`config.mk`:
```
export PLATFORM = sky130hd
export DESIGN_NAME = quiz_countdown_ctrl
export DESIGN_NICKNAME = d
export VERILOG_FILES = /design/src/rtl/quiz_pkg.sv /design/src/rtl/tick_gen.sv /design/src/rtl/quiz_countdown_ctrl.sv
export SDC_FILE = /design/constraint.sdc
export NUM_CORES = 1
export LEC_CHECK = 0
export BUFFER_PORTS_ARGS = -buffer_cell sky130_fd_sc_hd__buf_2
export CAP_MARGIN = 20
export CORE_MARGIN = 5
export CORE_UTILIZATION = 60
export CTS_CLUSTER_DIAMETER = 80
export DETAILED_ROUTE_END_ITERATION = 7
export PLACE_DENSITY = 0.86
export SLEW_MARGIN = 0
export SYNTH_ARGS = -nofsm -noshare
export SYNTH_HDL_FRONTEND = slang
export SYNTH_SLANG_ARGS = --single-unit
export TNS_END_PERCENT = 100
```
`constraint.sdc`:
```
create_clock -name clk_50M -period 2.5 [get_ports clk_50M]
set_input_delay 0.125 -clock clk_50M [delete_from_list [all_inputs] [get_ports clk_50M]]
set_output_delay 0.125 -clock clk_50M [all_outputs]
set_load 0.02 [all_outputs]
```
`src/rtl/quiz_pkg.sv`:
```
// Shared state encoding, display-word layout and BCD helpers for quiz_countdown_ctrl.
package quiz_pkg;

  typedef enum logic [2:0] {
    S_IDLE    = 3'd0,
    S_COUNT   = 3'd1,
    S_LOCK    = 3'd2,
    S_TIMEOUT = 3'd3,
    S_FOUL    = 3'd4
  } state_t;

  localparam int NUM_PLAYERS = 4;
  localparam int WINNER_MSB  = 9;
  localparam int TENS_LSB    = 4;

  typedef logic [3:0] bcd_t;

  typedef struct packed {
    bcd_t tens;
    bcd_t units;
  } secs_t;

  // Two-digit BCD decrement that saturates at 00.
  function automatic secs_t secs_dec(input secs_t s);
    secs_t r;
    r = s;
    if (s.units != 4'd0) begin
      r.units = s.units - 4'd1;
    end else if (s.tens != 4'd0) begin
      r.tens  = s.tens - 4'd1;
      r.units = 4'd9;
    end else begin
      r = s;
    end
    return r;
  endfunction

  // Lowest asserted index wins; returns 0 when nothing is set.
  function automatic logic [1:0] first_idx(input logic [NUM_PLAYERS-1:0] e);
    logic [1:0] idx;
    idx = 2'd0;
    for (int i = NUM_PLAYERS - 1; i >= 0; i--) begin
      if (e[i]) begin
        idx = 2'(i);
      end else begin
        idx = idx;
      end
    end
    return idx;
  endfunction

endpackage

```
`src/rtl/tick_gen.sv`:
```
// Modulo-DIV divider with synchronous clear; tick is high for the last count of each period.
module tick_gen #(
  parameter int DIV = 50
) (
  input  logic clk,
  input  logic rst_n,
  input  logic clr,
  output logic tick
);

  localparam int            CW   = (DIV > 1) ? $clog2(DIV) : 1;
  localparam logic [CW-1:0] LAST = CW'(DIV - 1);

  logic [CW-1:0] cnt_r;

  // Period counter, parked at zero while cleared so the first period after release is full length.
  always_ff @(posedge clk or negedge rst_n) begin
    if (!rst_n) begin
      cnt_r <= '0;
    end else if (clr) begin
      cnt_r <= '0;
    end else if (cnt_r == LAST) begin
      cnt_r <= '0;
    end else begin
      cnt_r <= cnt_r + CW'(1);
    end
  end

  assign tick = !clr && (cnt_r == LAST);

endmodule

```
`src/rtl/quiz_countdown_ctrl.sv`:
```
// Quiz arbiter: button priority, BCD answer countdown and foul detection feeding the scan display.
// Optional buzzer sequencer enabled by defining BUZZER_EN.
import quiz_pkg::*;

module quiz_countdown_ctrl #(
  parameter int CLK_HZ      = 50000000,
  parameter int TICK_HZ     = 1,
  parameter int INIT_SEC    = 30,
  parameter int SYNC_STAGES = 2
) (
  input  logic       clk_50M,
  input  logic       rst_n,
  input  logic       host_start,
  input  logic       host_clear,
  input  logic [3:0] btn,
  output logic [9:0] data_out,
  output logic       error_flag,
  output logic       busy,
  output logic       beep
);

  localparam int    TICK_DIV  = CLK_HZ / TICK_HZ;
  localparam int    IN_W      = NUM_PLAYERS + 2;
  localparam secs_t SECS_INIT = {4'(INIT_SEC / 10), 4'(INIT_SEC % 10)};

  logic [IN_W-1:0]        sync_r [SYNC_STAGES];
  logic [IN_W-1:0]        prev_r;
  logic [IN_W-1:0]        rise_s;
  logic [NUM_PLAYERS-1:0] btn_rise_s;
  logic                   start_rise_s;
  logic                   clear_rise_s;

  state_t     state_r, state_nxt_s;
  secs_t      secs_r, secs_nxt_s;
  logic [1:0] winner_r, winner_nxt_s;
  logic       tick_s;
  logic       tick_clr_s;

  logic [9:0] data_out_r;
  logic       error_flag_r;
  logic       busy_r;

  // Synchroniser chain for all panel inputs plus one delay stage for edge detection.
  always_ff @(posedge clk_50M or negedge rst_n) begin
    if (!rst_n) begin
      for (int i = 0; i < SYNC_STAGES; i++) begin
        sync_r[i] <= '0;
      end
      prev_r <= '0;
    end else begin
      sync_r[0] <= {host_clear, host_start, btn};
      for (int i = 1; i < SYNC_STAGES; i++) begin
        sync_r[i] <= sync_r[i-1];
      end
      prev_r <= sync_r[SYNC_STAGES-1];
    end
  end

  assign rise_s       = sync_r[SYNC_STAGES-1] & ~prev_r;
  assign btn_rise_s   = rise_s[NUM_PLAYERS-1:0];
  assign start_rise_s = rise_s[NUM_PLAYERS];
  assign clear_rise_s = rise_s[NUM_PLAYERS+1];

  // Held clear outside COUNT so the first decrement lands a full period after start.
  assign tick_clr_s = (state_r != S_COUNT);

  tick_gen #(
    .DIV (TICK_DIV)
  ) u_sec_tick (
    .clk   (clk_50M),
    .rst_n (rst_n),
    .clr   (tick_clr_s),
    .tick  (tick_s)
  );

  // State, remaining seconds and winner registers.
  always_ff @(posedge clk_50M or negedge rst_n) begin
    if (!rst_n) begin
      state_r  <= S_IDLE;
      secs_r   <= '0;
      winner_r <= 2'd0;
    end else begin
      state_r  <= state_nxt_s;
      secs_r   <= secs_nxt_s;
      winner_r <= winner_nxt_s;
    end
  end

  // Next-state logic; host_clear beats every other event, a press beats a coincident tick.
  always_comb begin
    state_nxt_s  = state_r;
    secs_nxt_s   = secs_r;
    winner_nxt_s = winner_r;
    if (clear_rise_s) begin
      state_nxt_s  = S_IDLE;
      secs_nxt_s   = '0;
      winner_nxt_s = 2'd0;
    end else begin
      case (state_r)
        S_IDLE: begin
          if (start_rise_s) begin
            state_nxt_s  = S_COUNT;
            secs_nxt_s   = SECS_INIT;
            winner_nxt_s = 2'd0;
          end else if (|btn_rise_s) begin
            state_nxt_s  = S_FOUL;
            winner_nxt_s = first_idx(btn_rise_s);
          end else begin
            state_nxt_s = S_IDLE;
          end
        end
        S_COUNT: begin
          if (|btn_rise_s) begin
            state_nxt_s  = S_LOCK;
            winner_nxt_s = first_idx(btn_rise_s);
          end else if (tick_s) begin
            secs_nxt_s = secs_dec(secs_r);
            if (secs_nxt_s == '0) begin
              state_nxt_s = S_TIMEOUT;
            end else begin
              state_nxt_s = S_COUNT;
            end
          end else begin
            state_nxt_s = S_COUNT;
          end
        end
        S_LOCK, S_TIMEOUT, S_FOUL: begin
          state_nxt_s = state_r;
        end
        default: begin
          state_nxt_s  = S_IDLE;
          secs_nxt_s   = '0;
          winner_nxt_s = 2'd0;
        end
      endcase
    end
  end

  // Display word and flags follow the state registers by one cycle.
  always_ff @(posedge clk_50M or negedge rst_n) begin
    if (!rst_n) begin
      data_out_r   <= 10'h000;
      error_flag_r <= 1'b0;
      busy_r       <= 1'b0;
    end else begin
      data_out_r[WINNER_MSB -: 2]  <= winner_r;
      data_out_r[TENS_LSB +: 4]    <= secs_r.tens;
      data_out_r[TENS_LSB-1:0]     <= secs_r.units;
      error_flag_r                 <= (state_r == S_FOUL);
      busy_r                       <= (state_r == S_COUNT);
    end
  end

  assign data_out   = data_out_r;
  assign error_flag = error_flag_r;
  assign busy       = busy_r;

`ifdef BUZZER_EN
  typedef enum logic [1:0] {
    BZ_OFF    = 2'd0,
    BZ_STEADY = 2'd1,
    BZ_TOGGLE = 2'd2
  } bz_mode_t;

  localparam int EIGHTH_DIV = CLK_HZ / 8;

  bz_mode_t   bz_mode_r;
  logic [3:0] bz_cnt_r;
  logic       beep_r;
  logic       bz_tick_s;
  logic       bz_clr_s;
  logic       lock_entry_s;
  logic       alarm_entry_s;

  assign lock_entry_s  = (state_nxt_s == S_LOCK) && (state_r != S_LOCK);
  assign alarm_entry_s = ((state_nxt_s == S_FOUL) && (state_r != S_FOUL)) ||
                         ((state_nxt_s == S_TIMEOUT) && (state_r != S_TIMEOUT));
  assign bz_clr_s      = lock_entry_s || alarm_entry_s || clear_rise_s || (bz_mode_r == BZ_OFF);

  tick_gen #(
    .DIV (EIGHTH_DIV)
  ) u_bz_tick (
    .clk   (clk_50M),
    .rst_n (rst_n),
    .clr   (bz_clr_s),
    .tick  (bz_tick_s)
  );

  // Buzzer sequencer in 1/8 s steps: 4 steps steady for LOCK, 8 alternating steps for FOUL/TIMEOUT.
  always_ff @(posedge clk_50M or negedge rst_n) begin
    if (!rst_n) begin
      bz_mode_r <= BZ_OFF;
      bz_cnt_r  <= 4'd0;
      beep_r    <= 1'b0;
    end else if (clear_rise_s) begin
      bz_mode_r <= BZ_OFF;
      bz_cnt_r  <= 4'd0;
      beep_r    <= 1'b0;
    end else if (lock_entry_s) begin
      bz_mode_r <= BZ_STEADY;
      bz_cnt_r  <= 4'd0;
      beep_r    <= 1'b1;
    end else if (alarm_entry_s) begin
      bz_mode_r <= BZ_TOGGLE;
      bz_cnt_r  <= 4'd0;
      beep_r    <= 1'b1;
    end else if (bz_tick_s) begin
      case (bz_mode_r)
        BZ_STEADY: begin
          if (bz_cnt_r == 4'd3) begin
            bz_mode_r <= BZ_OFF;
            beep_r    <= 1'b0;
          end else begin
            bz_cnt_r <= bz_cnt_r + 4'd1;
          end
        end
        BZ_TOGGLE: begin
          if (bz_cnt_r == 4'd7) begin
            bz_mode_r <= BZ_OFF;
            beep_r    <= 1'b0;
          end else begin
            bz_cnt_r <= bz_cnt_r + 4'd1;
            beep_r   <= ~beep_r;
          end
        end
        default: begin
          bz_mode_r <= BZ_OFF;
          beep_r    <= 1'b0;
        end
      endcase
    end else begin
      bz_mode_r <= bz_mode_r;
    end
  end

  assign beep = beep_r;
`else
  assign beep = 1'b0;
`endif

endmodule
```
==> summary.md <==
| Metric | Value |
|---|---|
| Status | `finished clean` |
| CP Data Arrival Time | `2.44 ns` |
| Area Growth Syn to Fin | `13.8%` |
| Htree depth | `3` |
| Crit Path Class | `reg2reg` |
| DP Area | `3340 um2` |
| Vias/cell | `5.70` |
| Hold Crit Class | `in2async` |
| Simple logic cell fraction of the synthesized area | `0.253` |
| Clock period minus final worst setup slack | `2.21 ns` |
| Power Density | `743 nW/um2` |
| Final Max Slew Viols | `0` |
| Worst EP required | `2.73 ns` |
| Finished Cell Area | `3610 um2` |
| Die ar. | `6850 um2` |
| Layout cells sized above 1 | `0.186` |
| CTS tree | `built` |
| First-pass GRT wire length | `10500 um` |
| Synth Area in Compound Gates | `0.0777` |
| Fmax | `453 MHz` |
| Main combinational cell family by area after synthesis | `simple AND/OR/NAND/NOR gates` |
| Seq cells post-synth | `69` |
| Count leader, synth | `dfrtp_1` |
| Worst Skew | `0.00721 ns` |
| CTS Buf Count | `9` |
| Drt wl/cell | `15.1 um` |
| Total Wirelength | `6020 um` |
| Final Setup Violations | `0` |
| Antenna Diode Count | `0` |
| Routability Congestion | `0.860` |
| Final Hold Vio Count | `0` |
| Min Hold Slack | `0.240 ns` |
| Static leakage | `1.58 nW` |
| Vias | `2267` |
| Largest net degree at the start of global routing | `28` |
| CP Max Fanout | `6` |
| Worst-Skew Late Latency | `0.35 ns` |
| DRC | `0` |
| Adder-Cell Fraction of Synth Area | `0.0118` |
| Setup TNS Final | `0 ns` |
| Slew HR | `0.564` |
| Area share of the largest cell type after synthesis | `0.544` |
| Maxcap violations | `0` |
| Root Driver | `clkbuf_8` |
| Crit. End Element | `flip-flop` |
| XOR/XNOR Fraction of Synth Area | `0.0690` |
| Main synth FF type | `dfrtp_1` |
| HPWL after DPL | `3870 um` |
| Die Wd | `82.7 um` |
| Post-route ant nets | `0` |
| EDFF count, synth | `0` |
| Synthesized area | `3170 um2` |
| Core area | `5110 um2` |
| Final worst path period share | `0.883` |
| CTS Sinks | `69` |
| Maximum root-to-sink buffer count | `2` |
| Clock slew at reported path FFs | `0.08 ns` |
| Max IR drop VDD | `561 uV` |
| Rows | `26` |
| GRT overflow | `0` |
| Avg Inst Size Synth | `10.9 um2` |
| # IOs | `21` |
| Syn nets | `302` |
| Mux share of post-synthesis cell area | `0.00985` |
| Worst Tran Pin Value | `0.649 ns` |
| Iteration-0 DRC Markers | `287` |
| Initial Util | `0.622` |
| Post-synth cell types | `59` |
| Cts repair resizes | `0` |
| Final setup margin | `0.293 ns` |
| Yosys top cell by area | `dfrtp_1` |
| Number of port buffers | `19` |
| First drt pass iteration count | `5` |
| Syn Inst Count | `291` |
| Post-synthesis sequential area ratio | `0.544` |
| Tot GR Track Use | `0.206` |
| Initial antenna violation count | `0` |
| Number of global-route vias before repair | `2168` |
| Synth cell count leaders | `69 x dfrtp_1, 34 x nor2_1, 22 x xnor2_1, 18 x nand2_1` |
| Die Y-Extent | `82.7 um` |
| RSZ-0062 raised after global routing | `false` |
| CP startpoint kind | `flip-flop` |
| Nets | `334` |
| Post-synth ARST share | `1.00` |
| Area contributors post-synth | `dfrtp_1 54%, xnor2_1 6.1%, nor2_1 4.0%` |
| Yosys warning count | `0` |
| Pre-CTS WS | `0.330 ns` |
final cells by class:
| type | instances | area, um2 |
|---|---|---|
| flip-flops and latches | 69 | 1730 |
| fillers | 369 | 1500 |
| multi-input cells | 199 | 1340 |
| repair buffers | 32 | 210 |
| clock buffers | 9 | 124 |
| well taps | 70 | 87.6 |
| clock inverters | 7 | 78.8 |
| inverters | 12 | 45.0 |
per-layer routing:
layer  share of wire  GRT usage  routed length [um]
met1            0.44      0.278                2670
met5               0          0                   0
met3           0.054     0.0423                 326
met4           0.016      0.103                  94
met2            0.49      0.317                2930
worst paths after layout:
path	start	to	slack [ns]	depth (start not counted)
hold / removal	rst_n	error_flag	0.24	2
min in group clk_50M	sync_r[11]	sync_r[5]	0.35	0
setup reg to reg	secs_r[0]	secs_r[7]	0.29	7
max in group asynchronous	rst_n	u_sec_tick.cnt_r[9]	1.57	3
hold reg to reg	sync_r[11]	sync_r[5]	0.35	0
setup / recovery	secs_r[0]	secs_r[7]	0.29	7
state kept, by name, indices dropped and copies added, names as in the netlist:
name	flops
sync_r	12
secs_r	8
error_flag	1
busy	1
data_out	10
u_sec_tick.cnt_r	26
winner_r	2
prev_r	6
state_r	3
cells in the final DEF (no fill, tap or decap), types with 3 or more instances in the layout:
cell type / count
ha_1: 3
nand2_1: 18
nand2b_1: 5
nor4_2: 3
nor4_1: 10
nand4_2: 3
o31ai_1: 4
inv_6: 5
o21ai_0: 4
and3_1: 5
and2_1: 3
xnor2_1: 22
nor2_1: 34
a21oi_1: 8
nor3_1: 12
dlygate4sd3_1: 7
inv_1: 12
buf_2: 19
nand3_1: 12
xor2_1: 3
buf_4: 6
clkbuf_8: 9
nor2b_1: 5
dfrtp_1: 69
per-stage QoR:
step | util | cells | total power, mW
2_1_floorplan | - | 291 | 1.61
4_1_cts | 0.707 | 398 | 2.70
5_1_grt | 0.707 | 398 | 2.83
3_5_place_dp | 0.654 | 375 | 1.75
3_3_place_gp | 0.654 | 375 | 1.74
6_report | 0.707 | 398 | 2.68
logic make-up (layout without fill, tap and decap cells):
kind of cell | Yosys count | after routing
and+or+nand+nor | 133 | 133
DFF | 69 | 69
AOI/OAI and AO/OA | 34 | 34
xor gates and xnor gates | 25 | 25
buffers and inverters | 23 | 60
adders and majority gates | 3 | 3
muxes | 3 | 3
other | 1 | 1
worst max-delay path: stages, from the launching register on:
cell and delay [ns]:
dfrtp_1 0.46, inv_1 0.13, ha_1 0.27, or3b_1 0.47, nor4_1 0.30, mux2i_1 0.26
nand4b_1 0.13, nand3_1 0.08
timing repair:
item | in CTS | in global routing
hold buffers | 7 | 0
endpoints found under the setup margin | 0 | 0
buffers inserted | 0 | 0
hold endpoints to repair | 22 | 0
power breakdown:
part           internal [mW]  leakage (nW)  switching [mW]
clock network          0.476         0.105           0.464
logic                  0.200         0.563           0.292
registers               1.19         0.909          0.0644
Power figures use the tool's default switching activity.
